<file path="src/rtl/mips_pkg.sv">
// Shared definitions for the 8-bit pipelined MIPS core: data width,
// write-back select encodings, MEM/WB bubble values and clear-FSM states.
package mips_pkg;

  localparam int DATA_W = 8;

  localparam logic [1:0] WB_SEL_ALU   = 2'b00;
  localparam logic [1:0] WB_SEL_MEM   = 2'b01;
  localparam logic [1:0] WB_SEL_SHIFT = 2'b10;

  // Bubble contents for the MEM/WB register (rd bubble is all zeros).
  localparam logic [DATA_W-1:0] BUBBLE_WB_DATA   = 8'h00;
  localparam logic              BUBBLE_REG_WRITE = 1'b0;

  typedef enum logic {
    CLR_IDLE  = 1'b0,
    CLR_CLEAR = 1'b1
  } clr_state_t;

  // Write-back data select; the reserved code falls back to the ALU result.
  function automatic logic [DATA_W-1:0] wb_select(
    input logic [1:0]        sel,
    input logic [DATA_W-1:0] alu,
    input logic [DATA_W-1:0] mem,
    input logic [DATA_W-1:0] shift
  );
    logic [DATA_W-1:0] res;
    case (sel)
      WB_SEL_ALU:   res = alu;
      WB_SEL_MEM:   res = mem;
      WB_SEL_SHIFT: res = shift;
      default:      res = alu;
    endcase
    return res;
  endfunction

endpackage

</file>
<file path="src/rtl/M_S_FF.sv">
// Generic enabled pipeline register with synchronous active-high reset.
module M_S_FF #(
  parameter int W = 1
) (
  input  logic         clk,
  input  logic         reset,
  input  logic         en,
  input  logic [W-1:0] d,
  output logic [W-1:0] q
);

  // Register: clear on reset, load when enabled, otherwise hold.
  always_ff @(posedge clk) begin
    if (reset) begin
      q <= '0;
    end else if (en) begin
      q <= d;
    end else begin
      q <= q;
    end
  end

endmodule

</file>
<file path="src/rtl/data_mem.sv">
// Data memory: asynchronous read, synchronous single-port write.
// A read of the address being written returns the old word this cycle.
module data_mem #(
  parameter int ADDR_W = 8,
  parameter int DATA_W = 8
) (
  input  logic              clk,
  input  logic              we,
  input  logic [ADDR_W-1:0] waddr,
  input  logic [DATA_W-1:0] wdata,
  input  logic [ADDR_W-1:0] raddr,
  output logic [DATA_W-1:0] rdata
);

  logic [DATA_W-1:0] mem_q [2**ADDR_W];

  // Storage array write port; contents are intentionally not reset.
  always_ff @(posedge clk) begin
    if (we) begin
      mem_q[waddr] <= wdata;
    end
  end

  assign rdata = mem_q[raddr];

endmodule

</file>
<file path="src/rtl/mem_wb_stage.sv">
// MEM stage and MEM/WB pipeline register of the 8-bit MIPS core.
// Optional macro MEM_WB_MEM_CLEAR_EN: after reset a clear FSM zeroes the
// whole data memory, holding mem_busy high for 2**ADDR_W cycles.
module mem_wb_stage
  import mips_pkg::*;
#(
  parameter int ADDR_W     = 8,
  parameter int REG_ADDR_W = 3
) (
  input  logic                  clk,
  input  logic                  reset,
  input  logic                  stall,
  input  logic                  flush,
  input  logic [7:0]            EX_MEM_alu_out,
  input  logic [7:0]            EX_MEM_B,
  input  logic [7:0]            EX_MEM_shift_out,
  input  logic                  EX_MEM_mem_write,
  input  logic                  EX_MEM_reg_write,
  input  logic [1:0]            EX_MEM_reg_write_mux,
  input  logic [REG_ADDR_W-1:0] EX_MEM_rd,
  output logic [7:0]            mem_fwd_data,
  output logic [7:0]            MEM_WB_wb_data,
  output logic                  MEM_WB_reg_write,
  output logic [REG_ADDR_W-1:0] MEM_WB_rd,
  output logic                  mem_busy
);

  localparam int WB_W = DATA_W + 1 + REG_ADDR_W;

  logic [ADDR_W-1:0] addr_s;
  logic [DATA_W-1:0] rdata_s;
  logic              store_en_s;
  logic              mem_we_s;
  logic [ADDR_W-1:0] mem_waddr_s;
  logic [DATA_W-1:0] mem_wdata_s;
  logic              kill_s;
  logic              wb_en_s;
  logic [WB_W-1:0]   wb_d;
  logic [WB_W-1:0]   wb_q;

  // Upper address bits beyond the memory depth are ignored (wrap).
  assign addr_s     = EX_MEM_alu_out[ADDR_W-1:0];
  assign store_en_s = EX_MEM_mem_write & ~stall & ~flush & ~reset & ~mem_busy;

`ifdef MEM_WB_MEM_CLEAR_EN
  localparam logic [ADDR_W-1:0] CNT_LAST = {ADDR_W{1'b1}};

  clr_state_t        state_q;
  logic [ADDR_W-1:0] cnt_q;
  logic              clearing_s;

  // Clear FSM: reset (re)arms CLEAR at address 0, then one word per cycle.
  always_ff @(posedge clk) begin
    if (reset) begin
      state_q <= CLR_CLEAR;
      cnt_q   <= '0;
    end else begin
      case (state_q)
        CLR_CLEAR: begin
          cnt_q <= cnt_q + ADDR_W'(1);
          if (cnt_q == CNT_LAST) begin
            state_q <= CLR_IDLE;
          end else begin
            state_q <= CLR_CLEAR;
          end
        end
        default: begin
          state_q <= CLR_IDLE;
          cnt_q   <= '0;
        end
      endcase
    end
  end

  assign clearing_s = (state_q == CLR_CLEAR) & ~reset;
  assign mem_busy   = clearing_s;

  // Write-port mux: the clear FSM owns the port while clearing.
  always_comb begin
    mem_we_s    = store_en_s;
    mem_waddr_s = addr_s;
    mem_wdata_s = EX_MEM_B;
    if (clearing_s) begin
      mem_we_s    = 1'b1;
      mem_waddr_s = cnt_q;
      mem_wdata_s = 8'h00;
    end else begin
      mem_we_s    = store_en_s;
      mem_waddr_s = addr_s;
      mem_wdata_s = EX_MEM_B;
    end
  end
`else
  assign mem_busy    = 1'b0;
  assign mem_we_s    = store_en_s;
  assign mem_waddr_s = addr_s;
  assign mem_wdata_s = EX_MEM_B;
`endif

  data_mem #(
    .ADDR_W(ADDR_W),
    .DATA_W(DATA_W)
  ) u_data_mem (
    .clk  (clk),
    .we   (mem_we_s),
    .waddr(mem_waddr_s),
    .wdata(mem_wdata_s),
    .raddr(addr_s),
    .rdata(rdata_s)
  );

  assign mem_fwd_data = wb_select(EX_MEM_reg_write_mux, EX_MEM_alu_out, rdata_s,
                                  EX_MEM_shift_out);

  // A killed instruction (flush or busy memory) loads a bubble, even under stall.
  assign kill_s  = flush | mem_busy;
  assign wb_en_s = ~stall | kill_s;

  // MEM/WB next value: bubble when killed, else the selected write-back data.
  always_comb begin
    wb_d = {mem_fwd_data, EX_MEM_reg_write, EX_MEM_rd};
    if (kill_s) begin
      wb_d = {BUBBLE_WB_DATA, BUBBLE_REG_WRITE, {REG_ADDR_W{1'b0}}};
    end else begin
      wb_d = {mem_fwd_data, EX_MEM_reg_write, EX_MEM_rd};
    end
  end

  M_S_FF #(.W(WB_W)) u_mem_wb (
    .clk  (clk),
    .reset(reset),
    .en   (wb_en_s),
    .d    (wb_d),
    .q    (wb_q)
  );

  assign MEM_WB_wb_data   = wb_q[WB_W-1 -: DATA_W];
  assign MEM_WB_reg_write = wb_q[REG_ADDR_W];
  assign MEM_WB_rd        = wb_q[REG_ADDR_W-1:0];

endmodule

</file>
<file path="config.mk">
export PLATFORM = sky130hd
export DESIGN_NAME = mem_wb_stage
export DESIGN_NICKNAME = d
export VERILOG_FILES = /design/src/rtl/mips_pkg.sv /design/src/rtl/M_S_FF.sv /design/src/rtl/data_mem.sv /design/src/rtl/mem_wb_stage.sv
export SDC_FILE = /design/constraint.sdc
export NUM_CORES = 2
export LEC_CHECK = 0
export BUFFER_PORTS_ARGS = -buffer_cell sky130_fd_sc_hd__buf_4
export CAP_MARGIN = 30
export CORE_MARGIN = 2
export CORE_UTILIZATION = 30
export CTS_CLUSTER_DIAMETER = 40
export CTS_CLUSTER_SIZE = 8
export DETAILED_ROUTE_END_ITERATION = 10
export REMOVE_ABC_BUFFERS = 1
export SYNTH_ARGS = -nofsm -noshare
export SYNTH_HDL_FRONTEND = slang
export SYNTH_SLANG_ARGS = --single-unit
</file>
<file path="constraint.sdc">
create_clock -name clk -period 4.3 [get_ports clk]
set_input_delay 0.645 -clock clk [delete_from_list [all_inputs] [get_ports clk]]
set_output_delay 0.645 -clock clk [all_outputs]
set_load 0.02 [all_outputs]
</file>
==> results.py <==
metrics = {
    "outcome": {
        "outcome": "finished clean",
    },
    "synthesis": {
        "synth-async-reset-ratio_pct": 0,
        "synthesis.area_um2": 80100,
        "synthFlopType": "edfxtp_1",
        "yosys_warnings": 0,
        "synth_edf_count": 2048,
        "netlist_instances": 3843,
        "syn_area_per_cell_um2": 20.8,
        "synth.distinct_cells": 68,
        "yosys_register_bits": 2060,
        "seq_area_frac_synth_pct": 77.1,
    },
    "detailed_routing": {
        "first_pass_iters": 5,
        "first_iter_violations": 4077,
        "wire_per_inst_um": 25.1,
        "vias": 41006,
        "drc": 0,
        "wl_mm": 205,
        "ant_nets": 0,
        "drt-vias-per-instance": 5.01,
    },
    "timing": {
        "drv_slew": 0,
        "timing.final.crit_share_pct": 98.7,
        "fmax_mhz": 236,
        "fin_hold_ws_ns": 0.141,
        "fin_ws_ns": 0.0569,
        "worst_slew_pin_slew_ns": 1.05,
        "skew_ns": 0.0561,
        "finalHoldViolations": 0,
        "period_minus_slack_ns": 4.24,
        "finalSetupViolCount": 0,
        "maxSlewHeadroom_pct": 30.1,
        "rsz0062_at_grt": "yes",
    },
    "power": {
        "p_int_mw": 37.5,
        "pwr-share-clk_pct": 48.4,
        "p_switching_mw": 9.64,
        "combPwrFrac_pct": 4.6,
        "pwr_density_cell_nw_per_um2": 482,
        "ir_drop_mv": 0.447,
        "p_sw_share_pct": 20.5,
        "p_leak_nw": 31.7,
        "pwr-share-seq_pct": 47.0,
    },
    "placement": {
        "dp_hpwl_mm": 129,
        "placed_area_um2": 88300,
        "dp.cells": 7721,
        "pre_cts_ws_ns": -0.250,
        "portBuffers": 54,
        "gp_congestion": 0.852,
    },
    "floorplan": {
        "placementRows": 189,
        "initial_core_util_pct": 30.2,
        "core-area_um2": 265000,
        "fp.dieW_um": 521,
        "dieArea_um2": 271000,
        "die_y_um": 521,
        "io_pins": 56,
    },
    "worst_setup_path": {
        "cp.arrival_ns": 3.60,
        "reg2reg_from": "u_data_mem.mem_q[155][5]",
        "crit_required_ns": 3.65,
        "crit_type": "reg2out",
        "cp-end-kind": "primary output",
        "cp_max_fo": 2,
        "crit_path_start": "u_data_mem.mem_q[157][6]",
        "worst_setup_path_start_kind": "flip-flop",
    },
    "global_routing": {
        "grt_start_max_net_pins": 138,
        "overflow": 0,
        "grt_pass1_vias": 42218,
        "antenna_found_initial": 5,
        "grtUsageTotal_pct": 14.9,
        "grt_pass1_wl_mm": 298,
    },
    "layout": {
        "layoutNonFillerInstCount": 8188,
        "fin_util_pct": 36.8,
        "seq_area_um2": 61700,
        "drive_gt1_share_pct": 30.7,
        "multi_input_area_um2": 17100,
        "fill_cells": 24032,
        "areaGrowthSynthToFinish_pct": 22.0,
        "final_area_um2": 97700,
        "nets": 4567,
    },
    "worst_hold_path": {
        "hold_path.class": "in2reg",
        "min_from": "stall",
    },
    "run": {
        "drv_cap": 0,
    },
    "clock_tree": {
        "clk_pin_slew_ns": 0.05,
        "numCtsBuffers": 334,
        "clk_latency_ns": 0.92,
        "clock-sinks": 2060,
        "cts_tree": "done",
        "h-tree-depth": 5,
        "clk_path_buf_depth": 4,
        "clock-root-buffer": "clkbuf_16",
    },
}
==> routing by layer <==
layer  track usage [%]  vias to the layer above  wire length, um
met5                 0                        -                0
met4              5.20                        0             6410
met1              19.9                    21720            84900
met2              24.3                     1537            99700
li1                  -                    17398                -
met3              3.03                      351            14400
==> through the flow <==
| step | TNS (ns) | power (mW) |
|---|---|---|
| finish | 0 | 47.1 |
| global route | -0.0346 | 48.5 |
| CTS | 0 | 47.5 |
| detailed placement | -0.728 | 24.7 |
| global placement | -0.542 | 24.7 |
| floorplan | 0 | 23.3 |
==> cells in the final DEF (no fill, tap or decap), types with 11 or more instances in the layout <==
cell	netlist	final
edfxtp_1	2048	2048
buf_4	54	515
mux4_2	414	414
clkbuf_16	0	340
nor2_1	291	291
mux2i_1	263	263
a22oi_1	90	90
nand2_1	72	61
o21ai_0	61	59
buf_12	0	56
clkbuf_1	84	51
a221oi_1	49	46
a21oi_1	40	40
clkinv_1	1	25
a22o_1	21	21
o22ai_1	21	21
clkinv_2	1	20
mux2_2	16	16
nand4_1	15	15
o221ai_1	14	14
a41o_1	14	14
dfxtp_1	12	12
inv_1	11	11
a211oi_1	14	11
nand2_2	0	11
==> cell usage after synthesis, types with 3 or more instances <==
master        n  area share [%]
edfxtp_1   2048              77
mux4_2      414              12
nor2_1      291             1.4
mux2i_1     263             3.3
a22oi_1      90            0.84
clkbuf_1     84            0.39
nand2_1      72            0.34
o21ai_0      61            0.38
buf_2        59            0.37
buf_4        54            0.51
a221oi_1     49            0.54
a21oi_1      40            0.25
buf_6        23            0.32
a22o_1       21            0.23
o22ai_1      21            0.16
mux2_2       16            0.22
nand4_1      15            0.12
a211oi_1     14            0.13
a41o_1       14            0.17
o221ai_1     14            0.15
buf_1        12           0.056
dfxtp_1      12            0.30
inv_1        11           0.052
nor2b_1      10           0.078
o2111ai_1    10            0.11
a21boi_0      9           0.084
and3_1        9           0.070
nand2b_1      9           0.070
nand3_1       8           0.050
o22a_1        8           0.087
a32oi_1       6           0.066
and2_1        6           0.047
nor3_1        6           0.037
o2bb2ai_1     6           0.066
o32ai_1       6           0.066
o41ai_1       6           0.066
nand4b_1      4           0.044
or2_2         4           0.031
a31oi_1       3           0.023
==> state kept, by name (all words and copies together), names as in the netlist <==
name,count
u_mem_wb.q,12
u_data_mem.mem_q,2048
==> kinds of logic (layout without fill, tap and decap cells) <==
family	Yosys count	in the layout	share of synthesized area, %
compound gates	393	393	3.61
other cells	1	5	0.00468
flops	2060	2060	77.1
simple gates	447	447	2.39
fa+ha+maj	2	2	0.0312
mux	693	693	15.2
buf+inv	247	1055	1.74
==> cell type report <==
type | instances | area share (%)
Multi-Input combinational cell | 1536 | 17.5
Clock inverter | 64 | 0.533
Timing Repair Buffer | 585 | 5.29
Sequential cell | 2060 | 63.2
Tap cell | 3533 | 4.52
Clock buffer | 393 | 8.93
Antenna cell | 4 | 0.0102
Inverter | 13 | 0.0512
==> final timing paths <==
check	end	slack, ns	cells after the start
worst max-delay path	mem_fwd_data[6]	0.06	10
worst min-delay path	u_mem_wb.q[10]	0.14	3
worst max register to register	u_mem_wb.q[9]	1.44	9
worst min register to register	u_mem_wb.q[4]	0.48	2
==> power by group through the flow <==
stage	Sequential (mW)	Clock [mW]	Combinational, mW
after floorplan	22.5	0	0.764
after global placement	22.5	0	2.16
after detailed placement	22.5	0	2.19
after CTS	22.1	23.1	2.20
after global routing	22.1	24.0	2.31
final	22.1	22.8	2.18
==> critical path: stages, from the launching register on <==
cell,delay (ns)
edfxtp_1,0.37
mux4_2,0.49
mux4_2,0.57
a211oi_2,0.24
buf_4,0.18
o2111ai_1,0.11
buf_4,0.19
nand4_1,0.19
buf_4,0.16
nand2_1,0.05
buf_4,0.16
==> what timing repair did <==
item                       in CTS  in global routing
pin swaps                       2                  0
hold buffers                    4                  0
setup endpoints to repair       6                  6
setup buffers                   1                  1
gates resized for setup         7                  9
hold endpoints to repair        4                  0
(Power assumes the default switching activity.)
